**config.mk**
```make
export PLATFORM = sky130hd
export DESIGN_NAME = wbsp2axil_flat
export DESIGN_NICKNAME = d
export VERILOG_FILES = /design/src/rtl/axil_wb_pkg.sv /design/src/rtl/wbsp2axil_if.sv /design/src/rtl/wbsp2axil_lane.sv /design/src/rtl/wbsp2axil.sv /design/src/flat_wrapper.sv
export SDC_FILE = /design/constraint.sdc
export NUM_CORES = 1
export LEC_CHECK = 0
export ABC_AREA = 0
export BUFFER_PORTS_ARGS = -buffer_cell sky130_fd_sc_hd__buf_2
export CORE_MARGIN = 3
export CORE_UTILIZATION = 35
export CTS_CLUSTER_SIZE = 12
export DETAILED_ROUTE_END_ITERATION = 8
export PLACE_DENSITY = 0.74
export SYNTH_ARGS = -nofsm -noshare
export SYNTH_HDL_FRONTEND = slang
export SYNTH_SLANG_ARGS = --single-unit
```
**constraint.sdc**
```tcl
create_clock -name i_clk -period 2.29 [get_ports i_clk]
set_input_delay 0.1145 -clock i_clk [delete_from_list [all_inputs] [get_ports i_clk]]
set_output_delay 0.1145 -clock i_clk [all_outputs]
set_load 0.1 [all_outputs]
```
**src/rtl/axil_wb_pkg.sv**
```systemverilog
`default_nettype none
// ============================================================================
//  Module   : axil_wb_pkg
//  Purpose  : Shared types and helpers for the Wishbone <-> AXI4-lite bridges.
//             AXI response codes, bridge FSM state type, timer width and a
//             constant-foldable ceil(log2) helper.
//  Ports    : none (package)
//  Revision : 1.0  initial release
// ============================================================================
package axil_wb_pkg;

    typedef enum logic [1:0] {
        OKAY   = 2'd0,
        EXOKAY = 2'd1,
        SLVERR = 2'd2,
        DECERR = 2'd3
    } axi_resp_t;

    typedef enum logic [2:0] {
        ST_IDLE    = 3'd0,
        ST_WR      = 3'd1,
        ST_WB_RESP = 3'd2,
        ST_RD      = 3'd3,
        ST_RD_RESP = 3'd4
    } wbsp2axil_state_t;

    localparam int C_TIMER_WIDTH = 8;

    // ceil(log2(value)); CLOG2(1) = 0
    function automatic int CLOG2(input int value);
        int r;
        r = 0;
        while ((1 << r) < value) begin
            r = r + 1;
        end
        return r;
    endfunction

endpackage
`default_nettype wire

```
**src/rtl/wbsp2axil_if.sv**
```systemverilog
`default_nettype none
// ============================================================================
//  Module   : wbsp2axil_wb_if / wbsp2axil_axil_if
//  Purpose  : Bus bundles for the WB-pipelined to AXI4-lite bridge.
//  Ports    : wbsp2axil_wb_if   - cyc/stb/we/addr/wdata/sel (master->slave),
//                                 stall/ack/err/rdata (slave->master)
//             wbsp2axil_axil_if - AW/W/B/AR/R channels of AXI4-lite
//  Revision : 1.0  initial release
// ============================================================================
interface wbsp2axil_wb_if #(
    parameter int AW = 28,
    parameter int DW = 8
);
    logic              cyc;
    logic              stb;
    logic              we;
    logic [AW-1:0]     addr;
    logic [DW-1:0]     wdata;
    logic [DW/8-1:0]   sel;
    logic              stall;
    logic              ack;
    logic              err;
    logic [DW-1:0]     rdata;

    modport master (output cyc, stb, we, addr, wdata, sel,
                    input  stall, ack, err, rdata);
    modport slave  (input  cyc, stb, we, addr, wdata, sel,
                    output stall, ack, err, rdata);
endinterface

interface wbsp2axil_axil_if #(
    parameter int AW = 28,
    parameter int DW = 32
);
    logic              awvalid;
    logic              awready;
    logic [AW-1:0]     awaddr;
    logic [2:0]        awprot;
    logic              wvalid;
    logic              wready;
    logic [DW-1:0]     wdata;
    logic [DW/8-1:0]   wstrb;
    logic              bvalid;
    logic              bready;
    logic [1:0]        bresp;
    logic              arvalid;
    logic              arready;
    logic [AW-1:0]     araddr;
    logic [2:0]        arprot;
    logic              rvalid;
    logic              rready;
    logic [DW-1:0]     rdata;
    logic [1:0]        rresp;

    modport master (output awvalid, awaddr, awprot, wvalid, wdata, wstrb, bready,
                           arvalid, araddr, arprot, rready,
                    input  awready, wready, bvalid, bresp, arready, rvalid, rdata, rresp);
    modport slave  (input  awvalid, awaddr, awprot, wvalid, wdata, wstrb, bready,
                           arvalid, araddr, arprot, rready,
                    output awready, wready, bvalid, bresp, arready, rvalid, rdata, rresp);
endinterface
`default_nettype wire

```
**src/rtl/wbsp2axil_lane.sv**
```systemverilog
`default_nettype none
// ============================================================================
//  Module   : wbsp2axil_lane
//  Purpose  : Combinational byte-lane steering between a narrow WB data path
//             and a wider AXI data path.
//  Ports    : wr_lane, wb_wdata, wb_sel -> axi_wdata (replicated), axi_wstrb
//             rd_lane, axi_rdata        -> wb_rdata (extracted lane)
//  Revision : 1.0  initial release
// ============================================================================
module wbsp2axil_lane #(
    parameter int AXI_DW = 32,
    parameter int WB_DW  = 8,
    parameter int SEL_W  = 1,
    parameter int LANE_W = 2
) (
    input  wire logic [LANE_W-1:0]   wr_lane,
    input  wire logic [WB_DW-1:0]    wb_wdata,
    input  wire logic [SEL_W-1:0]    wb_sel,
    output logic      [AXI_DW-1:0]   axi_wdata,
    output logic      [AXI_DW/8-1:0] axi_wstrb,
    input  wire logic [LANE_W-1:0]   rd_lane,
    input  wire logic [AXI_DW-1:0]   axi_rdata,
    output logic      [WB_DW-1:0]    wb_rdata
);
    localparam int c_REPS   = AXI_DW / WB_DW;
    localparam int c_STRB_W = AXI_DW / 8;

    // Replicating the write data means every lane already holds the right
    // bytes; the strobes alone pick the lane the slave commits.
    generate
        for (genvar g = 0; g < c_REPS; g++) begin : g_rep
            assign axi_wdata[g*WB_DW +: WB_DW] = wb_wdata;
        end
    endgenerate

    assign axi_wstrb = c_STRB_W'(wb_sel) << wr_lane;
    assign wb_rdata  = WB_DW'(axi_rdata >> {rd_lane, 3'b000});

endmodule
`default_nettype wire

```
**src/rtl/wbsp2axil.sv**
```systemverilog
`default_nettype none
// ============================================================================
//  Module   : wbsp2axil
//  Purpose  : Wishbone B4 pipelined slave to AXI4-lite master bridge. One
//             transaction outstanding; narrow WB data steered onto AXI byte
//             lanes; a response timeout turns a hung slave into a WB error.
//  Ports    : i_clk, i_axi_reset_n (async, active-low)
//             wb  : WB slave side   (cyc/stb/we/addr/wdata/sel, stall/ack/err/rdata)
//             axi : AXI-lite master (AW/W/B/AR/R channels)
//  Revision : 1.0  initial release
// ============================================================================
module wbsp2axil
    import axil_wb_pkg::*;
#(
    parameter int         C_AXI_DATA_WIDTH = 32,
    parameter int         C_AXI_ADDR_WIDTH = 28,
    parameter int         WB_DATA_WIDTH    = 8,
    parameter int         GRANULARITY      = 8,
    parameter int         TIMEOUT_CYCLES   = 10,
    parameter logic [2:0] AXI_PROT         = 3'b000
) (
    input  wire logic         i_clk,
    input  wire logic         i_axi_reset_n,
    wbsp2axil_wb_if.slave     wb,
    wbsp2axil_axil_if.master  axi
);
    localparam int c_WB_SHIFT = CLOG2(WB_DATA_WIDTH / 8);
    localparam int c_LANE_W   = CLOG2(C_AXI_DATA_WIDTH / 8);
    localparam int c_STRB_W   = C_AXI_DATA_WIDTH / 8;
    localparam int c_SEL_W    = WB_DATA_WIDTH / GRANULARITY;
    localparam int c_AW       = C_AXI_ADDR_WIDTH - c_WB_SHIFT;

    wbsp2axil_state_t             r_state;
    logic                         r_awvalid, r_wvalid, r_bready, r_arvalid, r_rready;
    logic [C_AXI_ADDR_WIDTH-1:0]  r_addr;
    logic [C_AXI_DATA_WIDTH-1:0]  r_wdata;
    logic [c_STRB_W-1:0]          r_wstrb;
    logic [c_LANE_W-1:0]          r_lane;
    logic                         r_stall, r_ack, r_err;
    logic [WB_DATA_WIDTH-1:0]     r_rdata;
    logic [C_TIMER_WIDTH-1:0]     r_cnt;
    logic                         r_drop, r_abort;

    logic [c_AW-1:0]              w_wb_addr;
    logic [C_AXI_ADDR_WIDTH-1:0]  w_byte_addr;
    logic [c_LANE_W-1:0]          w_lane;
    logic [C_AXI_DATA_WIDTH-1:0]  w_axi_wdata;
    logic [c_STRB_W-1:0]          w_axi_wstrb;
    logic [WB_DATA_WIDTH-1:0]     w_wb_rdata;
    logic                         w_accept, w_busy, w_b_done, w_r_done, w_done;
    logic                         w_drop_eff, w_cyc_live, w_timeout, w_is_err;
    logic [C_TIMER_WIDTH-1:0]     w_cnt_next;
    axi_resp_t                    w_resp;

    assign w_wb_addr   = wb.addr;
    assign w_byte_addr = C_AXI_ADDR_WIDTH'(w_wb_addr) << c_WB_SHIFT;
    assign w_lane      = w_byte_addr[c_LANE_W-1:0];

    wbsp2axil_lane #(
        .AXI_DW (C_AXI_DATA_WIDTH),
        .WB_DW  (WB_DATA_WIDTH),
        .SEL_W  (c_SEL_W),
        .LANE_W (c_LANE_W)
    ) u_lane (
        .wr_lane   (w_lane),
        .wb_wdata  (wb.wdata),
        .wb_sel    (wb.sel),
        .axi_wdata (w_axi_wdata),
        .axi_wstrb (w_axi_wstrb),
        .rd_lane   (r_lane),
        .axi_rdata (axi.rdata),
        .wb_rdata  (w_wb_rdata)
    );

    // Stall stays high through the ack/err cycle, so IDLE only accepts once
    // it has been cleared again.
    assign w_accept   = (r_state == ST_IDLE) && !r_stall && wb.cyc && wb.stb;
    assign w_busy     = (r_state != ST_IDLE) || w_accept;
    assign w_b_done   = (r_state == ST_WB_RESP) && r_bready && axi.bvalid;
    assign w_r_done   = (r_state == ST_RD_RESP) && r_rready && axi.rvalid;
    assign w_done     = w_b_done || w_r_done;
    assign w_resp     = axi_resp_t'(w_b_done ? axi.bresp : axi.rresp);
    assign w_is_err   = (w_resp == SLVERR) || (w_resp == DECERR);

    // Flags belonging to the previous transaction must not leak into the
    // cycle that accepts a new one.
    assign w_drop_eff = w_accept ? 1'b0 : r_drop;
    assign w_cyc_live = wb.cyc && (w_accept || !r_abort);

    // Counter value equals the number of cycles elapsed since accept.
    assign w_cnt_next = w_accept ? C_TIMER_WIDTH'(1)
                      : (r_cnt == {C_TIMER_WIDTH{1'b1}}) ? r_cnt
                      : r_cnt + C_TIMER_WIDTH'(1);
    assign w_timeout  = w_busy && !w_drop_eff && !w_done && (TIMEOUT_CYCLES != 0)
                        && (int'(w_cnt_next) == TIMEOUT_CYCLES);

    always_ff @(posedge i_clk or negedge i_axi_reset_n) begin
        if (!i_axi_reset_n) begin
            r_state   <= ST_IDLE;
            r_awvalid <= 1'b0;
            r_wvalid  <= 1'b0;
            r_bready  <= 1'b0;
            r_arvalid <= 1'b0;
            r_rready  <= 1'b0;
            r_addr    <= '0;
            r_wdata   <= '0;
            r_wstrb   <= '0;
            r_lane    <= '0;
            r_stall   <= 1'b0;
            r_ack     <= 1'b0;
            r_err     <= 1'b0;
            r_rdata   <= '0;
            r_cnt     <= '0;
            r_drop    <= 1'b0;
            r_abort   <= 1'b0;
        end else begin
            r_ack <= 1'b0;
            r_err <= 1'b0;
            if (w_busy) begin
                r_cnt <= w_cnt_next;
            end
            if ((r_state != ST_IDLE) && !wb.cyc) begin
                r_abort <= 1'b1;
            end

            case (r_state)
                ST_IDLE: begin
                    if (r_stall) begin
                        r_stall <= 1'b0;
                    end else if (w_accept) begin
                        r_stall <= 1'b1;
                        r_drop  <= 1'b0;
                        r_abort <= 1'b0;
                        r_addr  <= {w_byte_addr[C_AXI_ADDR_WIDTH-1:c_LANE_W], c_LANE_W'(0)};
                        r_lane  <= w_lane;
                        if (wb.we) begin
                            r_state   <= ST_WR;
                            r_awvalid <= 1'b1;
                            r_wvalid  <= 1'b1;
                            r_wdata   <= w_axi_wdata;
                            r_wstrb   <= w_axi_wstrb;
                        end else begin
                            r_state   <= ST_RD;
                            r_arvalid <= 1'b1;
                        end
                    end
                end
                ST_WR: begin
                    if (axi.awready) begin
                        r_awvalid <= 1'b0;
                    end
                    if (axi.wready) begin
                        r_wvalid <= 1'b0;
                    end
                    if ((!r_awvalid || axi.awready) && (!r_wvalid || axi.wready)) begin
                        r_state  <= ST_WB_RESP;
                        r_bready <= 1'b1;
                    end
                end
                ST_WB_RESP: begin
                    if (w_b_done) begin
                        r_bready <= 1'b0;
                        r_state  <= ST_IDLE;
                    end
                end
                ST_RD: begin
                    if (axi.arready) begin
                        r_arvalid <= 1'b0;
                        r_rready  <= 1'b1;
                        r_state   <= ST_RD_RESP;
                    end
                end
                ST_RD_RESP: begin
                    if (w_r_done) begin
                        r_rready <= 1'b0;
                        r_state  <= ST_IDLE;
                        if (!r_drop) begin
                            r_rdata <= w_wb_rdata;
                        end
                    end
                end
                default: begin
                    r_state <= ST_IDLE;
                end
            endcase

            // A response that arrives after a timeout was already reported
            // is consumed silently; an abandoned WB cycle gets nothing.
            if (w_done && !r_drop && w_cyc_live) begin
                r_ack <= !w_is_err;
                r_err <= w_is_err;
            end
            if (w_timeout) begin
                r_drop <= 1'b1;
                if (w_cyc_live) begin
                    r_err <= 1'b1;
                end
            end
        end
    end

    assign wb.stall    = r_stall;
    assign wb.ack      = r_ack;
    assign wb.err      = r_err;
    assign wb.rdata    = r_rdata;

    assign axi.awvalid = r_awvalid;
    assign axi.awaddr  = r_addr;
    assign axi.awprot  = AXI_PROT;
    assign axi.wvalid  = r_wvalid;
    assign axi.wdata   = r_wdata;
    assign axi.wstrb   = r_wstrb;
    assign axi.bready  = r_bready;
    assign axi.arvalid = r_arvalid;
    assign axi.araddr  = r_addr;
    assign axi.arprot  = AXI_PROT;
    assign axi.rready  = r_rready;

endmodule
`default_nettype wire

```
**src/flat_wrapper.sv**
```systemverilog
// flat-port wrapper written by rule: the top's interface ports become plain ports
module wbsp2axil_flat import axil_wb_pkg::*;
#(
    parameter int         C_AXI_DATA_WIDTH = 32,
    parameter int         C_AXI_ADDR_WIDTH = 28,
    parameter int         WB_DATA_WIDTH    = 8,
    parameter int         GRANULARITY      = 8,
    parameter int         TIMEOUT_CYCLES   = 10,
    parameter logic [2:0] AXI_PROT         = 3'b000
)
  (i_clk, i_axi_reset_n, wb_cyc, wb_stb, wb_we, wb_addr, wb_wdata, wb_sel, wb_stall, wb_ack, wb_err, wb_rdata, axi_awvalid, axi_awaddr, axi_awprot, axi_wvalid, axi_wdata, axi_wstrb, axi_bready, axi_arvalid, axi_araddr, axi_arprot, axi_rready, axi_awready, axi_wready, axi_bvalid, axi_bresp, axi_arready, axi_rvalid, axi_rdata, axi_rresp);
  wbsp2axil_wb_if #(.AW((28)), .DW((8))) wb_i ();
  wbsp2axil_axil_if #(.AW((28)), .DW((32))) axi_i ();
  input  wire logic i_clk;
  input  wire logic i_axi_reset_n;
  input wire logic [$bits(wb_i.cyc)-1:0] wb_cyc;
  input wire logic [$bits(wb_i.stb)-1:0] wb_stb;
  input wire logic [$bits(wb_i.we)-1:0] wb_we;
  input wire logic [$bits(wb_i.addr)-1:0] wb_addr;
  input wire logic [$bits(wb_i.wdata)-1:0] wb_wdata;
  input wire logic [$bits(wb_i.sel)-1:0] wb_sel;
  output wire logic [$bits(wb_i.stall)-1:0] wb_stall;
  output wire logic [$bits(wb_i.ack)-1:0] wb_ack;
  output wire logic [$bits(wb_i.err)-1:0] wb_err;
  output wire logic [$bits(wb_i.rdata)-1:0] wb_rdata;
  output wire logic [$bits(axi_i.awvalid)-1:0] axi_awvalid;
  output wire logic [$bits(axi_i.awaddr)-1:0] axi_awaddr;
  output wire logic [$bits(axi_i.awprot)-1:0] axi_awprot;
  output wire logic [$bits(axi_i.wvalid)-1:0] axi_wvalid;
  output wire logic [$bits(axi_i.wdata)-1:0] axi_wdata;
  output wire logic [$bits(axi_i.wstrb)-1:0] axi_wstrb;
  output wire logic [$bits(axi_i.bready)-1:0] axi_bready;
  output wire logic [$bits(axi_i.arvalid)-1:0] axi_arvalid;
  output wire logic [$bits(axi_i.araddr)-1:0] axi_araddr;
  output wire logic [$bits(axi_i.arprot)-1:0] axi_arprot;
  output wire logic [$bits(axi_i.rready)-1:0] axi_rready;
  input wire logic [$bits(axi_i.awready)-1:0] axi_awready;
  input wire logic [$bits(axi_i.wready)-1:0] axi_wready;
  input wire logic [$bits(axi_i.bvalid)-1:0] axi_bvalid;
  input wire logic [$bits(axi_i.bresp)-1:0] axi_bresp;
  input wire logic [$bits(axi_i.arready)-1:0] axi_arready;
  input wire logic [$bits(axi_i.rvalid)-1:0] axi_rvalid;
  input wire logic [$bits(axi_i.rdata)-1:0] axi_rdata;
  input wire logic [$bits(axi_i.rresp)-1:0] axi_rresp;
  assign wb_i.cyc = wb_cyc;
  assign wb_i.stb = wb_stb;
  assign wb_i.we = wb_we;
  assign wb_i.addr = wb_addr;
  assign wb_i.wdata = wb_wdata;
  assign wb_i.sel = wb_sel;
  assign wb_stall = wb_i.stall;
  assign wb_ack = wb_i.ack;
  assign wb_err = wb_i.err;
  assign wb_rdata = wb_i.rdata;
  assign axi_awvalid = axi_i.awvalid;
  assign axi_awaddr = axi_i.awaddr;
  assign axi_awprot = axi_i.awprot;
  assign axi_wvalid = axi_i.wvalid;
  assign axi_wdata = axi_i.wdata;
  assign axi_wstrb = axi_i.wstrb;
  assign axi_bready = axi_i.bready;
  assign axi_arvalid = axi_i.arvalid;
  assign axi_araddr = axi_i.araddr;
  assign axi_arprot = axi_i.arprot;
  assign axi_rready = axi_i.rready;
  assign axi_i.awready = axi_awready;
  assign axi_i.wready = axi_wready;
  assign axi_i.bvalid = axi_bvalid;
  assign axi_i.bresp = axi_bresp;
  assign axi_i.arready = axi_arready;
  assign axi_i.rvalid = axi_rvalid;
  assign axi_i.rdata = axi_rdata;
  assign axi_i.rresp = axi_rresp;
  wbsp2axil #(.C_AXI_DATA_WIDTH(C_AXI_DATA_WIDTH), .C_AXI_ADDR_WIDTH(C_AXI_ADDR_WIDTH), .WB_DATA_WIDTH(WB_DATA_WIDTH), .GRANULARITY(GRANULARITY), .TIMEOUT_CYCLES(TIMEOUT_CYCLES), .AXI_PROT(AXI_PROT)) u_core (.i_clk(i_clk), .i_axi_reset_n(i_axi_reset_n), .wb(wb_i), .axi(axi_i));
endmodule
```
==> metrics.txt, run 1 <==
outcome=completed; Post-Route WL=around 9 mm; CP required=2.51 ns; post-synthesis mux area share=0.192; Worst-path clk slew=about 0.080 ns; Chip Width=108 µm; Die Y=108 µm; core area=about 0.01 mm²; Worst Skew=about 0.0092 ns; Layout Utilization=0.484; TNS Setup=0 ns; Gate Count Post-Synth=317; Vias/cell=~4.7; clk sinks=69; Max Transition Viols Final=0; initial drt markers=78; final hold vios=0; Max-Cap Viols=0; Final Critical Period=just under 2 ns; number of global-route vias before repair=2,959; WL/cell=14.4 µm; post-route ant nets=0; Post-synth EDFFs=0; crit path from=u_core.r_state[1]$_DFFE_PN0P_; Rows=36; remaining global-route overflow=0; GRT Overall Usage=0.152; synthesis-stage register bit count=69; HP Start=wb_addr[27]; classification of the worst setup path=flip-flop to flip-flop; ys async rst share=1.00; first-pass GRT wire length=14.1 mm; max_slew headroom=0.419; synthesized area=0.00367 mm²; Post-Synth Simple-Gate Area=0.103; DP HPWL=6.38 mm; IO Port Bufs=184; vias=approximately 3.0k; CTS buffer count=9; post-synthesis xor/xnor area fraction=0; commonest register cell after synthesis=dfrtp_1; Yosys Warn Count=0; Final Setup Violations=0; layout cells sized above 1=0.541; CP arrival=2.16 ns; unique cell type count in the Yosys netlist=48; Antenna diodes=0; gpl congestion=0.875; unrepaired setup endpoints after global routing=no; HP Class=input pin to flip-flop; Fmax=517 MHz; Hold Slack=between 0.03 and 0.04 ns; DRC=0; clk buf depth=2; CTS root buffer=clkbuf_8; Die ar.=0.0118 mm²; Slew @ Worst Pin=0.871 ns; Non-Filler Instances=625; Post-Synth Adder-Cell Area=0.00341; antenna violations before repair=0; post-synthesis compound-gate area fraction=0.0821; most common cell after layout, fill and taps aside=buf_2; startpoint types=flip-flop; worst skew pair latency=0.34 ns; Initial Util=0.367; CTS tree=done; post-route clock period utilization=0.845; endpoint class of the critical path=flip-flop; commonest non-fill, non-tap cells in the layout=183 x buf_2, 69 x dfrtp_1, 43 x mux2_2; CTS H-Tree Depth=3; largest net degree at the start of global routing=70; CTS resizes=0; placed cell count=574; combinational family with the most area after synthesis=multiplexers; mean post-synth cell area=11.6 µm²; CP max FO=25; Syn-to-layout area delta=31.9%; worst reg2reg path startpoint=u_core.r_state[1]$_DFFE_PN0P_; Nets=571; Initial DRT Pass Iterations=4; I/O Pins=197; post-synthesis sequential area ratio=0.470
routing by layer:
metal | vias to the layer above | track usage | share of wire
met4 | 0 | 0.0496 | 0.010
met5 | - | 0 | 0
met1 | 1410 | 0.175 | 0.38
met3 | 9 | 0.0436 | 0.085
met2 | 142 | 0.272 | 0.52
li1 | 1389 | - | -
flip-flops by register name (all words and copies together) (netlist names):
name / cells
u_core.axi.bready: 1
u_core.wb.err: 1
u_core.axi.wvalid: 1
u_core.r_cnt: 8
u_core.wb.ack: 1
u_core.axi.rready: 1
u_core.wb.stall: 1
u_core.axi.wstrb: 4
u_core.axi.awvalid: 1
u_core.axi.arvalid: 1
u_core.axi.araddr: 26
u_core.axi.wdata: 8
u_core.r_drop: 1
u_core.wb.rdata: 8
u_core.r_abort: 1
u_core.r_state: 3
u_core.r_lane: 2
stage by stage:
| stage | area, µm² | setup WS (ns) |
|---|---|---|
| floorplan | 3700 | 0.218 |
| global placement | 4310 | 0.376 |
| detailed placement | 4310 | 0.347 |
| CTS | 4840 | 0.340 |
| global route | 4840 | 0.260 |
| finish | 4840 | 0.354 |
repair_timing:
action	4_1_cts	5_1_grt
endpoints found under the hold margin	103	0
setup buffers	0	0
setup endpoints to repair	0	0
hold buffers	35	0
cell families (layout without fill, tap and decap cells):
logic type / Yosys count / count (layout)
buf+inv: 79 / 245
flops: 69 / 69
simple gates: 67 / 67
mux: 54 / 54
compound gates: 46 / 46
fa+ha+maj: 1 / 1
other cells: 1 / 10
critical path: stages (launching register included):
cell,delay [ns]
dfrtp_1,0.46
or3_4,0.49
nor2_8,0.28
buf_12,0.23
mux2_2,0.35
area by class of cell:
| cell class | instances | area, µm² |
|---|---|---|
| inverters | 6 | 22.5 |
| clock buffers | 12 | 155 |
| repair buffers | 223 | 1320 |
| well taps | 133 | 166 |
| fillers | 923 | 5160 |
| multi-input cells | 178 | 1430 |
| flip-flops and latches | 69 | 1730 |
| clock inverters | 4 | 22.5 |
final timing paths:
| check | end | slack, ns | cells past startpoint |
|---|---|---|---|
| setup / recovery | u_core.axi.araddr[18]$_DFFE_PN0P_ | 0.35 | 4 |
| hold / removal | u_core.axi.araddr[27]$_DFFE_PN0P_ | 0.03 | 2 |
| setup reg to reg | u_core.axi.araddr[18]$_DFFE_PN0P_ | 0.35 | 4 |
| hold reg to reg | u_core.axi.wstrb[0]$_DFFE_PN0P_ | 0.49 | 2 |
| max in group asynchronous | u_core.r_lane[0]$_DFFE_PN0P_ | 1.28 | 2 |
| min in group asynchronous | u_core.axi.araddr[14]$_DFFE_PN0P_ | 0.44 | 2 |
synthesized netlist by cell type (2+ instances only):
cell,number,share of area
mux2_2,43,0.13
clkbuf_1,4,0.0041
nor2b_1,2,0.0034
nand2b_1,2,0.0034
nand2_1,19,0.019
nand3_1,8,0.011
buf_2,4,0.0055
inv_1,6,0.0061
buf_4,63,0.13
nand4_1,5,0.0085
or2_2,2,0.0034
o22ai_1,3,0.0051
a21oi_1,10,0.014
o21ai_0,11,0.015
mux2_4,2,0.0082
nor3_1,3,0.0041
nand3b_1,2,0.0041
and3_1,6,0.010
mux4_2,8,0.049
o21a_1,3,0.0061
a21o_1,2,0.0041
dfrtp_1,69,0.47
a21boi_0,3,0.0061
a31oi_1,5,0.0085
nor2_1,8,0.0082
nor3b_1,2,0.0041
Power of run 1 is not shown: default switching activity piles up to over one toggle a cycle in this logic, so the estimate is an artifact.
==> run 2: changes to the inputs <==
==> constraint.sdc (replaced) <==
create_clock -name i_clk -period 1.9 [get_ports i_clk]
set_input_delay 0.095 -clock i_clk [delete_from_list [all_inputs] [get_ports i_clk]]
set_output_delay 0.095 -clock i_clk [all_outputs]
set_load 0.1 [all_outputs]
==> metrics.txt, run 2 (synthesized netlist as in run 1, its figures left out) <==
outcome=completed; initial drt markers=103 (+32%); final hold vios=0 (unchanged); Final Setup Violations=0 (unchanged); Fmax=569 MHz (+10%); Final Critical Period=1.76 ns (-0.179 ns); clk buf depth=2 (unchanged); Nets=581 (+1.8%); Vias/cell=4.78 (+1.3%); Max-Cap Viols=0 (unchanged); Largest register FFs=26 (unchanged); startpoint types=flip-flop; Chip Width=108 µm (unchanged); most common cell after layout, fill and taps aside=buf_2; unrepaired setup endpoints after global routing=no; clk sinks=69 (unchanged); endpoint class of the critical path=flip-flop; CP required=2.16 ns (-0.35 ns); post-route ant nets=0 (unchanged); number of global-route vias before repair=2,992 (+1.1%); Layout Utilization=0.496 (+0.0118); CTS root buffer=clkbuf_8; HP Class=input pin to flip-flop; Max Transition Viols Final=0 (unchanged); Post-Route WL=9.31 mm (+3.2%); # Post-CTS Setup Buffers=0 (unchanged); vias=3,042 (+3.1%); pre-CTS WS=0.0952 ns (-0.252 ns); IO Port Bufs=184 (unchanged); GRT Overall Usage=0.158 (+0.00524); CTS tree=done; worst skew pair latency=0.34 ns (about the same); I/O Pins=197 (unchanged); commonest non-fill, non-tap cells in the layout=183 x buf_2, 66 x dfrtp_1, 43 x mux2_2; WL/cell=14.6 µm (+1.4%); largest net degree at the start of global routing=49 (-30%); Syn-to-layout area delta=35.1%; antenna violations before repair=0 (unchanged); CP max FO=7 (-72%); classification of the worst setup path=flip-flop to flip-flop; Worst Skew=0.00993 ns (+0.000765 ns); max_slew headroom=0.601 (+0.182); CTS buffer count=9 (unchanged); Initial DRT Pass Iterations=5 (+1); post-route clock period utilization=0.925 (+0.0793); gpl congestion=0.886 (+1.3%); TNS Setup=0 ns (unchanged); DP HPWL=6.66 mm (+4.5%); Rows=36 (unchanged); first-pass GRT wire length=14.4 mm (+2.1%); Die ar.=0.0118 mm² (unchanged); Worst-path clk slew=0.08 ns (about the same); Die Y=108 µm (unchanged); layout cells sized above 1=0.556 (+0.0151); core area=0.0100 mm² (unchanged); CP arrival=2.02 ns (-0.14 ns); Slew @ Worst Pin=0.598 ns (-0.273 ns); Initial Util=0.367 (unchanged); CTS H-Tree Depth=3 (unchanged); setup ws final=0.143 ns (-0.211 ns); DRC=0 (unchanged); remaining global-route overflow=0 (unchanged)
-- run 2: changes by cell type in the layout (fill, tap and decap cells not counted) --
cell           before  now
buf_4               4   12
dfrtp_1            69   66
diode_2             0    1
dfrtp_2             0    3
clkbuf_8           11   13
dlygate4sd3_1      35   37
clkinv_2            3    2
clkbuf_1            1    0
ha_1                1    0
ha_4                0    1
-- run 2: critical path, stage by stage, from the launching register on --
cell and delay (ns):
dfrtp_1 0.38, buf_4 0.16, nor3b_1 0.14, and3_1 0.25, nor4_1 0.37, o2111ai_1 0.20
a21oi_1 0.18
-- run 2: what timing repair did --
| action | CTS | global route |
|---|---|---|
| hold buffers | 37 | 0 |
| endpoints found under the setup margin | 0 | 1 |
| gates resized for setup | 0 | 3 |
| hold endpoints to repair | 82 | 0 |
-- run 2: worst paths after layout --
kind | slack (ns) | cells after the start | end | from
max | 0.14 | 6 | u_core.wb.err$_DFF_PN0_ | u_core.r_state[1]$_DFFE_PN0P_
min | 0.05 | 3 | u_core.axi.wstrb[0]$_DFFE_PN0P_ | wb_sel
max reg2reg | 0.14 | 6 | u_core.wb.err$_DFF_PN0_ | u_core.r_state[1]$_DFFE_PN0P_
min reg2reg | 0.48 | 2 | u_core.axi.wstrb[3]$_DFFE_PN0P_ | u_core.axi.wstrb[3]$_DFFE_PN0P_
max in group asynchronous | 0.95 | 3 | u_core.axi.araddr[14]$_DFFE_PN0P_ | i_axi_reset_n
min in group asynchronous | 0.30 | 2 | u_core.r_abort$_DFF_PN0_ | i_axi_reset_n
-- run 2: area by class of cell --
class                           instances  area (µm²)
Clock buffer                           13         179
Clock inverter                          3        17.5
Timing Repair Buffer                  233        1400
Antenna cell                            1        2.50
Inverter                                6        22.5
Multi-Input combinational cell        178        1450
Sequential cell                        69        1730
Fill cell                             934        5040
Tap cell                              133         166
-- run 2: metal layers --
| metal | track usage | vias to the layer above | part of all wire |
|---|---|---|---|
| li1 | - | 1418 | - |
| met1 | 0.174 | 1461 | 0.38 |
| met2 | 0.277 | 148 | 0.52 |
| met3 | 0.0436 | 15 | 0.085 |
| met4 | 0.0794 | 0 | 0.020 |
| met5 | 0 | - | 0 |
-- run 2: through the flow --
step	std cells	area (µm²)	hold WS [ns]
floorplan	326	3710	-0.201
global placement	582	4380	0.154
detailed placement	582	4380	0.159
CTS	635	4940	0.0222
global route	635	4960	0.0348
finish	636	4960	0.0547
Power of run 2 is left out for the same reason.
